$ cat src/rtl/shift_pkg.sv
// Shared types and constants for the shift command sequencer.
// Pass splitting keeps every shifter pass inside the 3-bit amount range.
package shift_pkg;

    localparam int DATA_W   = 8;
    localparam int AMT_W    = 4;
    localparam int STEP_MAX = 7;
    localparam int STEP_W   = 3;

    typedef enum logic [1:0] {
        IDLE  = 2'd0,
        SHIFT = 2'd1,
        DONE  = 2'd2
    } seq_state_t;

    // Amount for the next shifter pass: the remaining total, capped at STEP_MAX.
    function automatic logic [STEP_W-1:0] pass_amt(input logic [AMT_W-1:0] rem);
        if (rem > AMT_W'(STEP_MAX)) begin
            return STEP_W'(STEP_MAX);
        end
        return rem[STEP_W-1:0];
    endfunction

endpackage

$ cat src/rtl/shift_sequencer.sv
// Accepts shift commands of up to 15 positions and runs them through an external
// 8-bit shifter in passes of at most 7, feeding each result back as the next operand.
module shift_sequencer
    import shift_pkg::*;
(
    input  logic              clk,
    input  logic              rst_n,
    input  logic              in_valid,
    output logic              in_ready,
    input  logic [DATA_W-1:0] in_data,
    input  logic              in_dir,
    input  logic [AMT_W-1:0]  in_amt,
    output logic [DATA_W-1:0] sh_a,
    output logic              sh_ir,
    output logic [STEP_W-1:0] sh_amt,
    input  logic [DATA_W-1:0] sh_y,
    output logic              out_valid,
    input  logic              out_ready,
    output logic [DATA_W-1:0] out_data,
    output logic              busy
);

    // Handshakes: a transfer happens on a rising edge where valid and ready are both
    // high; valid and its payload hold steady until that edge; ready never depends
    // combinationally on valid.
    seq_state_t        state_q, state_d;
    logic [DATA_W-1:0] work_q, work_d;
    logic [AMT_W-1:0]  rem_q, rem_d;
    logic              dir_q, dir_d;
    logic [STEP_W-1:0] step;

    assign step = pass_amt(rem_q);

    always_ff @(posedge clk or negedge rst_n) begin
        if (!rst_n) begin
            state_q <= IDLE;
            work_q  <= '0;
            rem_q   <= '0;
            dir_q   <= 1'b0;
        end else begin
            state_q <= state_d;
            work_q  <= work_d;
            rem_q   <= rem_d;
            dir_q   <= dir_d;
        end
    end

    always_comb begin
        state_d = state_q;
        work_d  = work_q;
        rem_d   = rem_q;
        dir_d   = dir_q;
        case (state_q)
            IDLE: begin
                if (in_valid) begin
                    work_d  = in_data;
                    dir_d   = in_dir;
                    rem_d   = in_amt;
                    state_d = (in_amt != '0) ? SHIFT : DONE;
                end
            end
            SHIFT: begin
                work_d = sh_y;
                rem_d  = rem_q - AMT_W'(step);
                if (rem_d == '0) begin
                    state_d = DONE;
                end
            end
            DONE: begin
                if (out_ready) begin
                    state_d = IDLE;
                end
            end
            default: state_d = IDLE;
        endcase
    end

    // Outputs come only from flops, so nothing on in_* reaches out_* in the same cycle.
    always_comb begin
        in_ready  = (state_q == IDLE);
        busy      = (state_q != IDLE);
        out_valid = (state_q == DONE);
        out_data  = (state_q == DONE) ? work_q : '0;
        sh_a      = work_q;
        sh_ir     = dir_q;
        sh_amt    = (state_q == SHIFT) ? step : '0;
    end

endmodule

$ cat config.mk
export PLATFORM = sky130hd
export DESIGN_NAME = shift_sequencer
export DESIGN_NICKNAME = d
export VERILOG_FILES = /design/src/rtl/shift_pkg.sv /design/src/rtl/shift_sequencer.sv
export SDC_FILE = /design/constraint.sdc
export NUM_CORES = 1
export LEC_CHECK = 0
export BUFFER_PORTS_ARGS = -buffer_cell sky130_fd_sc_hd__buf_4
export CAP_MARGIN = 40
export CORE_AREA = 2 2 50 52
export DETAILED_ROUTE_END_ITERATION = 12
export DIE_AREA = 0 0 52 54
export HOLD_SLACK_MARGIN = 0.02
export PLACE_DENSITY = 0.75
export SETUP_SLACK_MARGIN = 0.02
export SYNTH_ARGS = -nofsm -noshare
export SYNTH_HDL_FRONTEND = slang
export SYNTH_SLANG_ARGS = --single-unit
$ cat constraint.sdc
create_clock -name clk -period 1.7 [get_ports clk]
set_input_delay 0.085 -clock clk [delete_from_list [all_inputs] [get_ports clk]]
set_output_delay 0.085 -clock clk [all_outputs]
set_load 0.05 [all_outputs]
Word level (Yosys, flattened, before mapping)
Index checks and enable logic that the tools add are counted.
Word-level totals
  RAM bits: 0
  bits in latches: 0
  memories kept: 0
  ROM bits: 0
  input bits: 25
  logic and storage cells: 33
  output and inout port bits: 23
  bits in registers: 15
Cells by class
  shift-type cells: 0
  magnitude comparators: 1
  muxes and demuxes: 14
  eq/ne operators: 5
  bitwise logic cells: 0
  $mul: 0
  $add $sub $neg: 1
  reductions and logical operators: 8
  divide/modulo/power cells: 0
Operators by type and width (count)
  8-bit 2-to-1 mux: 2
  8-bit one-hot mux with 2 select lines: 1
  3-bit 2-to-1 mux: 3
  2-bit 2-to-1 mux: 4
  4-bit one-hot mux with 2 select lines: 1
  2-bit one-hot mux with 3 select lines: 1
  4-bit by 3-bit greater-than comparator with 1-bit output, second input constant: 1
  4-bit logical NOT: 1
  4-bit 2-to-1 mux: 1
  2-bit != test, second input constant: 2
  2-bit AND reduction: 2
  2-bit nonzero test: 2
  4-bit nonzero test: 1
  4-bit by 3-bit subtractor with 4-bit output: 1
  3-bit AND reduction: 1
  2-bit by 1-bit equality test with 1-bit output, second input constant: 1
  2-bit equality test, second input constant: 1
  2-bit logical NOT: 1
  2-bit by 1-bit != test with 1-bit output, second input constant: 1
  1-bit 2-to-1 mux: 1

Depth between registers and ports, before layout
Gate-level depths: netlist of the first run.
  word-level depth: 7
  gate-level depth with buffers: 6
  gate-level depth less buffers: 5

Worst setup path before layout of the first run
Ideal clock, no wire load.
  kind: flip-flop to flip-flop
  from: register state_q[0]
  to: register dir_q, in the netlist sh_ir
  setup time: 125 ps
  slack: 176 ps
  data required time: 1575 ps
  buffers on the path: 1
  data arrival time: 1399 ps
  clock period less this slack: 1524 ps
  cell stages (with the launch flop): 5
  path through: dfrtp_1 -> buf_6 -> nor2_2 -> nand2_1 -> mux2_4
Between the ends
  cells in the longest elaborated chain, start to end: 2
Ends and longest elaborated chain
  from (decl): RTL line shift_sequencer.sv:26  | seq_state_t state_q, state_d;
  from (signal assigned): RTL line shift_sequencer.sv:41  | state_q <= state_d;
  2-bit logical NOT
  via in_ready: RTL line shift_sequencer.sv:9  | output logic in_ready,
  2-bit AND reduction (no source line)
  to (signal assigned): RTL line shift_sequencer.sv:44  | dir_q <= dir_d;
  to (decl): RTL line shift_sequencer.sv:29  | logic dir_q, dir_d;
The timed path passes the listed nets, and every way through them passes these cells.
A chain may end at the register's enable or synchronous reset.

Final worst setup path of the first run
  from: register rem_q[0]
  to: register state_q[0]
Between the ends
  cells in the longest elaborated chain, start to end: 7
Ends and longest elaborated chain
  from (decl): RTL line shift_sequencer.sv:28  | logic [AMT_W-1:0] rem_q, rem_d;
  from (signal assigned): RTL line shift_sequencer.sv:43  | rem_q <= rem_d;
  4-bit by 3-bit greater-than comparator with 1-bit output: RTL line shift_pkg.sv:18  | if (rem > AMT_W'(STEP_MAX)) begin
  1-bit 2-to-1 mux: RTL line shift_pkg.sv:18
  3-bit 2-to-1 mux: RTL line shift_pkg.sv:21  | return rem[STEP_W-1:0];
  4-bit by 3-bit subtractor with 4-bit output (*): RTL line shift_sequencer.sv:64  | rem_d = rem_q - AMT_W'(step);
  4-bit logical NOT (*): RTL line shift_sequencer.sv:65  | if (rem_d == '0) begin
  2-bit != test (no source line) (*)
  3-bit AND reduction (no source line) (*)
Mark *: on every way between the ends. The rest lies on a longest branch, timed or not.

==> impl_metrics.csv, run 1 <==
group,metric,value,unit
yosys,netlist_area,961,um2
clocking,cts_setup_buffers,0,
timing,fmax,637,MHz
yosys,synth_edf_count,0,
timing,min_period,1.57,ns
cells_and_area,syn2layout_area_growth,42.6,%
worst_setup_path,rrSetupSlack,0.13,ns
worst_hold_path,worstHoldStart,"in_dir",
timing,setup_viol,0,
route,drc,0,
yosys,avgSynthCellArea,8.58,um2
yosys,syn_nets,138,
power_and_ir_drop,p_sw,1.60,mW
grt,track_usage,0.181,
timing,rsz0062_at_grt,"no",
grt,antenna_found_initial,0,
timing,relSlewSlack,0.709,
power_and_ir_drop,p_comb_frac,0.687,
floorplan,rows,18,
run_status,status,"finished clean",
power_and_ir_drop,pwr-share-seq,0.242,
clocking,cts_root_buf,"clkbuf_4",
power_and_ir_drop,leakagePower,0.656,nW
route,drtIter0Drc,13,
clocking,htreeDepth,1,
clocking,clock_sinks,15,
worst_hold_path,worstHoldPathCells,2,
power_and_ir_drop,p_per_area,2140,nW/um2
timing,timing.hold.ws,0.0292,ns
job,max_cap_viol_count,0,
cells_and_area,drive_above_1_share,0.388,
worst_setup_path,r2r_cells,5,
worst_setup_path,r2r-end,"state_q[0]",
power_and_ir_drop,internal-power,1.34,mW
route,dr.pass1.iters,4,
power_and_ir_drop,netSwitchingFraction,0.545,
route,routed-via-count,981,
cells_and_area,finalNetCount,187,
route,wl,2.48,mm
cells_and_area,final_cell_area,1370,um2
yosys,yosysUniqueCellTypes,33,
grt,grt_pass1_wl,3.84,mm
worst_setup_path,critPathLaunchType,"flop",
floorplan,dieArea,2810,um2
yosys,synth_warnings,0,
timing,finalClockSkew,0.00650,ns
timing,hold_viol,0,
worst_setup_path,required,1.88,ns
worst_hold_path,hold_class,"in -> reg",
floorplan,initial_core_util,0.414,
place,gp_congestion,0.848,
power_and_ir_drop,finalPower,2.94,mW
clocking,cts_made_buffers,3,
route,ant_nets,0,
yosys,syn-instance-count,112,
grt,overflow,0,
timing,worst_pin_slew,0.436,ns
yosys,yosysSeqAreaShare,0.391,
power_and_ir_drop,clkPwrFrac,0.071,
place,place.detailed.hpwl,1.85,mm
clocking,clk_pin_slew_worst_paths,0.09,ns
yosys,synth_flop_cell,"dfrtp_1",
worst_setup_path,worst-setup-path-type,"reg -> reg",
worst_hold_path,min_to,"sh_ir",
grt,grt_pass1_vias,877,
worst_setup_path,end_kind,"flop",
route,wl_per_cell,13.1,um
clocking,cts_tree,"yes",
floorplan,core,2320,um2
worst_setup_path,worstPathArrival,1.75,ns
timing,tns,0,ns
power_and_ir_drop,peakVddDrop,1.47,mV
floorplan,die_h,54,um
clocking,cts_max_path_buffers,2,
yosys,ys_ff_latch,15,
floorplan,ios,48,
floorplan,fp.dieW,52,um
timing,finalCritPeriodShare,0.924,
yosys,synth-async-reset-ratio,1.00,
worst_setup_path,timing.rr.start,"rem_q[0]",
place,postPlaceCellArea,1330,um2
grt,grt_max_degree,19,
route,vias_per_cell,5.16,
timing,slew_viol_final,0,
worst_setup_path,cp_max_fo,6,
cells_and_area,diodes,0,
place,portBuffers,47,
clocking,clk_latency,0.29,ns
[state kept, by name, summed over array words and instances, names as in the netlist]
name,flops
rem_q,4
state_q,2
sh_a,8
sh_ir,1
[cell usage after synthesis, types with 2 or more instances]
| cell | instances | area, um2 |
|---|---|---|
| and2_1 | 17 | 106 |
| dfrtp_1 | 15 | 375 |
| nand2_1 | 12 | 45.0 |
| o21ai_1 | 12 | 60.1 |
| a31oi_1 | 10 | 62.6 |
| nor2_1 | 7 | 26.3 |
| buf_2 | 4 | 20.0 |
| nand2b_1 | 4 | 25.0 |
| inv_1 | 3 | 11.3 |
| nor2b_1 | 3 | 18.8 |
| buf_6 | 2 | 22.5 |
| nor3b_1 | 2 | 15.0 |
[stage by stage]
step / utilization / cells / setup WS, ns
6_report: 0.591 / 190 / 0.129
5_1_grt: 0.591 / 190 / 0.0474
4_1_cts: 0.588 / 190 / 0.0629
3_5_place_dp: 0.572 / 185 / 0.143
3_3_place_gp: 0.572 / 185 / 0.200
2_1_floorplan: - / 112 / 0.176
[power groups by stage]
| stage | clock network [mW] | logic [mW] | registers [mW] |
|---|---|---|---|
| 2_1_floorplan | 0 | 1.15 | 1.03 |
| 3_3_place_gp | 0 | 2.00 | 0.701 |
| 3_5_place_dp | 0 | 2.01 | 0.715 |
| 4_1_cts | 0.213 | 2.02 | 0.709 |
| 5_1_grt | 0.230 | 2.16 | 0.744 |
| 6_report | 0.208 | 2.02 | 0.710 |
[worst max-delay path: stages (launching register included)]
cell and delay [ns]:
dfrtp_1 0.44, nand2b_1 0.19, ha_1 0.24, nand4bb_1 0.20, a31o_1 0.23, o21a_1 0.17
[logic make-up after synthesis]
logic type / after synthesis / share of synthesized area
fa+ha+maj: 1 / 0.0130
compound gates: 32 / 0.216
mux: 1 / 0.0156
buf+inv: 12 / 0.0716
flops: 15 / 0.391
simple gates: 51 / 0.293
[worst max-delay path by stage]
stage | start | endpoint | slack [ns] | cells past startpoint
4_1_cts | state_q[0] | out_data[6] | 0.06 | 4
6_report | rem_q[0] | state_q[0] | 0.13 | 5
3_3_place_gp | rem_q[0] | state_q[0] | 0.20 | 5
3_5_place_dp | rem_q[3] | state_q[0] | 0.14 | 5
5_1_grt | rem_q[0] | state_q[0] | 0.05 | 5
2_1_floorplan | state_q[0] | sh_ir | 0.18 | 4
[area by class of cell]
class,instances,area (um2)
clock buffers,4,26.3
fillers,212,950
inverters,4,15.0
multi-input cells,85,522
flip-flops and latches,15,377
well taps,30,37.5
repair buffers,52,393
[cell usage in the layout, fill, tap and decap left out, types with 2 or more instances in the layout]
| master | count |
|---|---|
| inv_1 | 2 |
| clkbuf_4 | 3 |
| inv_2 | 2 |
| buf_4 | 51 |
| dfrtp_1 | 14 |
| and2_1 | 17 |
| nor2b_1 | 2 |
| nand2_1 | 11 |
| nor2_1 | 7 |
| o21ai_1 | 12 |
| nand2b_1 | 4 |
| a31oi_1 | 10 |
| nor3b_1 | 2 |
[layer usage]
layer | global-route usage | wire length, um | up-vias
li1 | - | - | 488
met1 | 0.234 | 1120 | 443
met2 | 0.319 | 1130 | 48
met3 | 0.0306 | 226 | 2
met4 | 0.0395 | 10 | 0
met5 | 0 | 0 | -
[timing repair]
action	4_1_cts	5_1_grt
gates resized for setup	0	4
setup endpoints to repair	0	11
hold buffers	1	0
endpoints found under the hold margin	15	0
No activity file was read; power rests on OpenSTA's default activity.
==> inputs of run 2 (changes only) <==
--- a/config.mk
+++ b/config.mk
@@ -5,14 +5,16 @@
 export SDC_FILE = /design/constraint.sdc
 export NUM_CORES = 1
 export LEC_CHECK = 0
+export ABC_AREA = 1
 export BUFFER_PORTS_ARGS = -buffer_cell sky130_fd_sc_hd__buf_4
 export CAP_MARGIN = 40
 export CORE_AREA = 2 2 50 52
 export DETAILED_ROUTE_END_ITERATION = 12
 export DIE_AREA = 0 0 52 54
 export HOLD_SLACK_MARGIN = 0.02
-export PLACE_DENSITY = 0.75
+export PLACE_DENSITY = 0.76
 export SETUP_SLACK_MARGIN = 0.02
+export SLEW_MARGIN = 20
 export SYNTH_ARGS = -nofsm -noshare
 export SYNTH_HDL_FRONTEND = slang
 export SYNTH_SLANG_ARGS = --single-unit
==> run 2 against run 1 <==
Synthesized cell count up 15%; cell count up 10%; via count up 2.0%; fmax down 0.35%; routed wire length down 2.5%; worst hold slack better by 0.0099 ns; first-iteration DRC count up 110%.
==> impl_metrics.csv, run 2 <==
group,metric,value,unit
floorplan,dieArea,2810,um2
timing,fmax,635,MHz
yosys,synth.most_common_cell,"nor2_1",
cells_and_area,syn2layout_area_growth,48.5,%
cells_and_area,diodes,0,
yosys,synth_warnings,0,
yosys,avgSynthCellArea,7.55,um2
floorplan,fp.dieW,52,um
route,drtIter0Drc,27,
timing,min_period,1.58,ns
worst_setup_path,cpLargestDelayFamily,"buffers and inverters",
timing,tns,0,ns
yosys,synth_edf_count,0,
grt,grt_pass1_vias,918,
worst_setup_path,crit_top_cell,"nor2_4",
clocking,cts_root_buf,"clkbuf_4",
cells_and_area,drive_above_1_share,0.413,
grt,antenna_found_initial,0,
yosys,yosysUniqueCellTypes,21,
clocking,cts_max_path_buffers,2,
clocking,cts_made_buffers,3,
cells_and_area,layout_common_cells,"47 x buf_4, 26 x nand2_1, 21 x nor2_1",
timing,finalClockSkew,0.00353,ns
worst_setup_path,cp_slowest_stage_delay,0.47,ns
timing,worst_pin_slew,0.262,ns
run_status,status,"finished clean",
job,max_cap_viol_count,0,
yosys,yosysSeqAreaShare,0.386,
worst_setup_path,worst-setup-path-type,"reg -> out",
grt,grt_pass1_wl,3.94,mm
timing,finalCritPeriodShare,0.927,
yosys,synth-async-reset-ratio,1.00,
worst_setup_path,worstPathArrival,1.49,ns
timing,setup_viol,0,
route,dr.pass1.iters,6,
yosys,netlist_area,973,um2
cells_and_area,layout_commonest_cell,"buf_4",
route,drc,0,
clocking,cts_tree,"yes",
clocking,clk_pin_slew_worst_paths,0.09,ns
route,routed-via-count,1001,
clocking,htreeDepth,1,
worst_hold_path,worstHoldPathCells,2,
place,portBuffers,47,
worst_setup_path,path_depth,5,
worst_setup_path,path_cells,"nor2_4, clkinvlp_4, buf_12, nor2_4, buf_4",
grt,overflow,0,
worst_setup_path,path_buf_inv,3,
yosys,synth_top_cell_area_share,0.386,
worst_setup_path,cp_max_fo,8,
route,wl_per_cell,11.6,um
timing,hold_viol,0,
route,vias_per_cell,4.79,
cells_and_area,n_fill_cell,205,
timing,slew_viol_final,0,
yosys,syn_nets,155,
yosys,synth.top_cells.by_area,"dfrtp_1 39%, nor2_1 12%, nand2_1 10%, inv_1 8.1%, o31ai_2 6.4%",
worst_setup_path,critPathSlowestCell,"dfrtp_1",
clocking,clock_sinks,15,
route,ant_nets,0,
worst_hold_path,hold_class,"in -> reg",
cells_and_area,finalNetCount,206,
worst_setup_path,critPathLaunchType,"flop",
yosys,netlist_top_cells_count,"30 x nor2_1, 26 x nand2_1, 21 x inv_1, 15 x dfrtp_1, 8 x o21ai_0",
cells_and_area,largest_reg_flops,8,
clocking,clk_latency,0.27,ns
worst_setup_path,r2r_cells,10,
floorplan,core,2320,um2
route,wl,2.42,mm
grt,track_usage,0.191,
floorplan,initial_core_util,0.420,
yosys,syn-instance-count,129,
floorplan,rows,18,
yosys,ys_ff_latch,15,
grt,grt_max_degree,19,
timing,relSlewSlack,0.825,
yosys,synth_top_area_cell,"dfrtp_1",
floorplan,ios,48,
floorplan,die_h,54,um
worst_setup_path,end_kind,"output pin",
yosys,synth_flop_cell,"dfrtp_1",
place,gp_congestion,0.914,
place,place.detailed.hpwl,1.93,mm
timing,rsz0062_at_grt,"no",
worst_setup_path,required,1.62,ns
==> run 2: changes by cell type in the layout (fill, tap and decap cells not counted), moves of 11 or more <==
cell	delta
and2_1	-17
inv_1	+18
nand2_1	+15
nor2_1	+14
o21ai_1	-11
==> run 2: through the flow <==
step	hold slack, ns	util	worst slack, ns	cells	cell area, um2
floorplan	-0.211	-	0.0837	129	1040
global placement	-0.0493	0.597	0.351	203	1390
detailed placement	-0.0466	0.597	0.302	203	1390
CTS	0.0314	0.623	0.134	209	1450
global route	0.0349	0.623	0.0419	209	1450
finish	0.0391	0.623	0.124	209	1450
==> run 2: per-layer routing <==
layer	wire (um)	part of all wire	GRT usage
met5	0	0	0
met4	0	0	0.0702
met3	181	0.075	0.0389
met2	1260	0.52	0.348
met1	977	0.40	0.220
==> run 2: final timing paths <==
| kind | start | slack (ns) | to |
|---|---|---|---|
| min reg2reg | sh_a[4] | 0.53 | sh_a[4] |
| min | in_dir | 0.04 | sh_ir |
| max in group asynchronous | rst_n | 1.32 | sh_a[0] |
| min in group asynchronous | rst_n | 0.20 | sh_a[3] |
| max reg2reg | rem_q[0] | 0.29 | state_q[1] |
| max | state_q[0] | 0.12 | out_data[4] |
==> run 2: cell families after synthesis <==
kind of cell | after synthesis | synth area share
and+or+nand+nor | 63 | 0.278
adders and majority gates | 1 | 0.0129
AOI/OAI and AO/OA | 22 | 0.162
muxes | 1 | 0.0116
buffers and inverters | 27 | 0.150
DFF | 15 | 0.386
==> run 2: area by class of cell <==
class                           instances  area (um2)  share of cell area
Clock buffer                            4        26.3              0.0182
Inverter                               24         104              0.0719
Multi-Input combinational cell         87         519               0.359
Sequential cell                        15         375               0.260
Tap cell                               30        37.5              0.0260
Timing Repair Buffer                   49         383               0.265
==> run 2: worst reg2reg max path, delay by kind of cell (launching register included) <==
family	cells	cell delay, ns
flip-flops	1	0.40
adder cells (fa/ha/maj)	1	0.29
buffers and inverters	2	0.17
AND/OR/NAND/NOR	7	0.51
==> run 2: what timing repair did <==
action | in CTS | in global routing
resized for setup | 1 | 0
setup buffers | 1 | 0
hold buffers | 1 | 0
endpoints found under the setup margin | 8 | 0
endpoints found under the hold margin | 15 | 0
Power of run 2 is not shown: default switching activity piles up to over one toggle a cycle in this logic, so the estimate is an artifact.
==> inputs of run 3 (changes only) <==
==> constraint.sdc (replaced) <==
create_clock -name clk -period 1.7 [get_ports clk]
set_input_delay 0.17 -clock clk [delete_from_list [all_inputs] [get_ports clk]]
set_output_delay 0.17 -clock clk [all_outputs]
set_load 0.05 [all_outputs]
==> run 3 against run 2 <==
Clock skew increased by 0.00083 ns; register-to-register slack about the same; critical path type unchanged; global-route usage is 0.42 points lower; flip-flop and latch count did not move; worst hold slack gained 0.077 ns; die area stayed put; critical path depth stayed put.
==> impl_metrics.csv, run 3 (synthesized netlist as in run 2, its figures left out) <==
group,metric,value,unit
run_status,status,"finished clean",
worst_setup_path,worstPathArrival,1.48,ns
cells_and_area,n_fill_cell,203,
floorplan,rows,18,
route,dr.pass1.iters,5,
floorplan,fp.dieW,52,um
clocking,cts_made_buffers,3,
place,postPlaceCellArea,1390,um2
floorplan,core,2320,um2
timing,slew_viol_final,0,
worst_setup_path,r2r_cells,10,
worst_setup_path,end_kind,"output pin",
clocking,htreeDepth,1,
clocking,clk_latency,0.28,ns
route,drtIter0Drc,13,
cells_and_area,regArea,375,um2
grt,overflow,0,
timing,setup_viol,0,
grt,grt_pass1_wl,3.83,mm
place,portBuffers,47,
floorplan,die_h,54,um
cells_and_area,finalNetCount,207,
grt,antenna_found_initial,0,
cells_and_area,diodes,0,
floorplan,ios,48,
place,place.detailed.hpwl,1.91,mm
worst_setup_path,worst-setup-path-type,"reg -> out",
worst_setup_path,rrSetupSlack,0.30,ns
cells_and_area,final_cell_area,1490,um2
worst_setup_path,cp-endpoint,"out_data[0]",
clocking,clk_pin_slew_worst_paths,0.10,ns
timing,worst_pin_slew,0.263,ns
timing,finalClockSkew,0.00435,ns
floorplan,initial_core_util,0.420,
route,wl,2.52,mm
route,ant_nets,0,
clocking,cts_max_path_buffers,2,
timing,fmax,607,MHz
clocking,cts_root_buf,"clkbuf_4",
worst_setup_path,timing.rr.start,"rem_q[0]",
timing,tns,0,ns
cells_and_area,largest_reg_flops,8,
worst_setup_path,required,1.53,ns
timing,rsz0062_at_grt,"yes",
worst_setup_path,critPathLaunch,"state_q[0]",
grt,grt_pass1_vias,937,
worst_hold_path,hold_class,"in -> reg",
route,vias_per_cell,4.90,
clocking,cts_tree,"yes",
grt,grt_max_degree,19,
timing,hold_viol,0,
timing,finalCritPeriodShare,0.968,
clocking,clock_sinks,15,
worst_setup_path,critPathLaunchType,"flop",
cells_and_area,multi_input_area,519,um2
job,max_cap_viol_count,0,
cells_and_area,syn2layout_area_growth,52.8,%
place,gp_congestion,0.938,
cells_and_area,drive_above_1_share,0.422,
grt,track_usage,0.187,
timing,min_period,1.65,ns
timing,relSlewSlack,0.825,
worst_setup_path,r2r-end,"state_q[1]",
floorplan,dieArea,2810,um2
route,wl_per_cell,12.0,um
cells_and_area,layout_common_cells,"40 x buf_4, 26 x nand2_1, 21 x nor2_1",
route,routed-via-count,1028,
timing,timing.hold.ws,0.116,ns
route,drc,0,
cells_and_area,layout_commonest_cell,"buf_4",
worst_setup_path,cp_max_fo,8,
run 3: critical path, stage by stage (launching register included):
cell,delay (ns)
dfrtp_1,0.48
nor2_4,0.19
clkinvlp_4,0.12
buf_12,0.16
nor2_4,0.09
buf_6,0.16
run 3: cell type report:
| class | instances | share of cell area |
|---|---|---|
| Inverter | 24 | 0.0698 |
| Clock buffer | 3 | 0.0151 |
| Tap cell | 30 | 0.0252 |
| Timing Repair Buffer | 50 | 0.285 |
| Clock inverter | 1 | 0.00336 |
| Sequential cell | 15 | 0.252 |
| Multi-Input combinational cell | 87 | 0.349 |
run 3: layer usage:
metal  share of wire  up-vias  routed length (um)  global-route usage
met5               0        -                   0                   0
met4           0.017        0                  42               0.101
met3           0.074        6                 186              0.0361
met2            0.52       46                1300               0.338
met1            0.39      471                 987               0.206
li1                -      505                   -                   -
run 3: repair_timing:
item,in CTS,in global routing
hold buffers,1,0
hold endpoints to repair,15,0
endpoints found under the setup margin,8,8
setup buffers,1,1
gates resized for setup,1,9
run 3: worst min path at each step:
stage                      start       end  slack [ns]  cells past startpoint
final                     in_dir     sh_ir        0.12                      2
after global routing      in_dir     sh_ir        0.12                      2
after detailed placement   rst_n   sh_a[2]        0.04                      1
after global placement     rst_n   sh_a[2]        0.04                      1
after floorplan            rst_n  rem_q[0]       -0.13                      0
after CTS                 in_dir     sh_ir        0.11                      2
run 3: through the flow:
stage	utilization	std cells	setup WS, ns
2_1_floorplan	-	129	-0.00129
6_report	0.641	210	0.0536
3_5_place_dp	0.597	203	0.219
3_3_place_gp	0.597	203	0.265
5_1_grt	0.641	210	-0.00343
4_1_cts	0.624	209	0.0281
Power of run 3 is left out for the same reason.
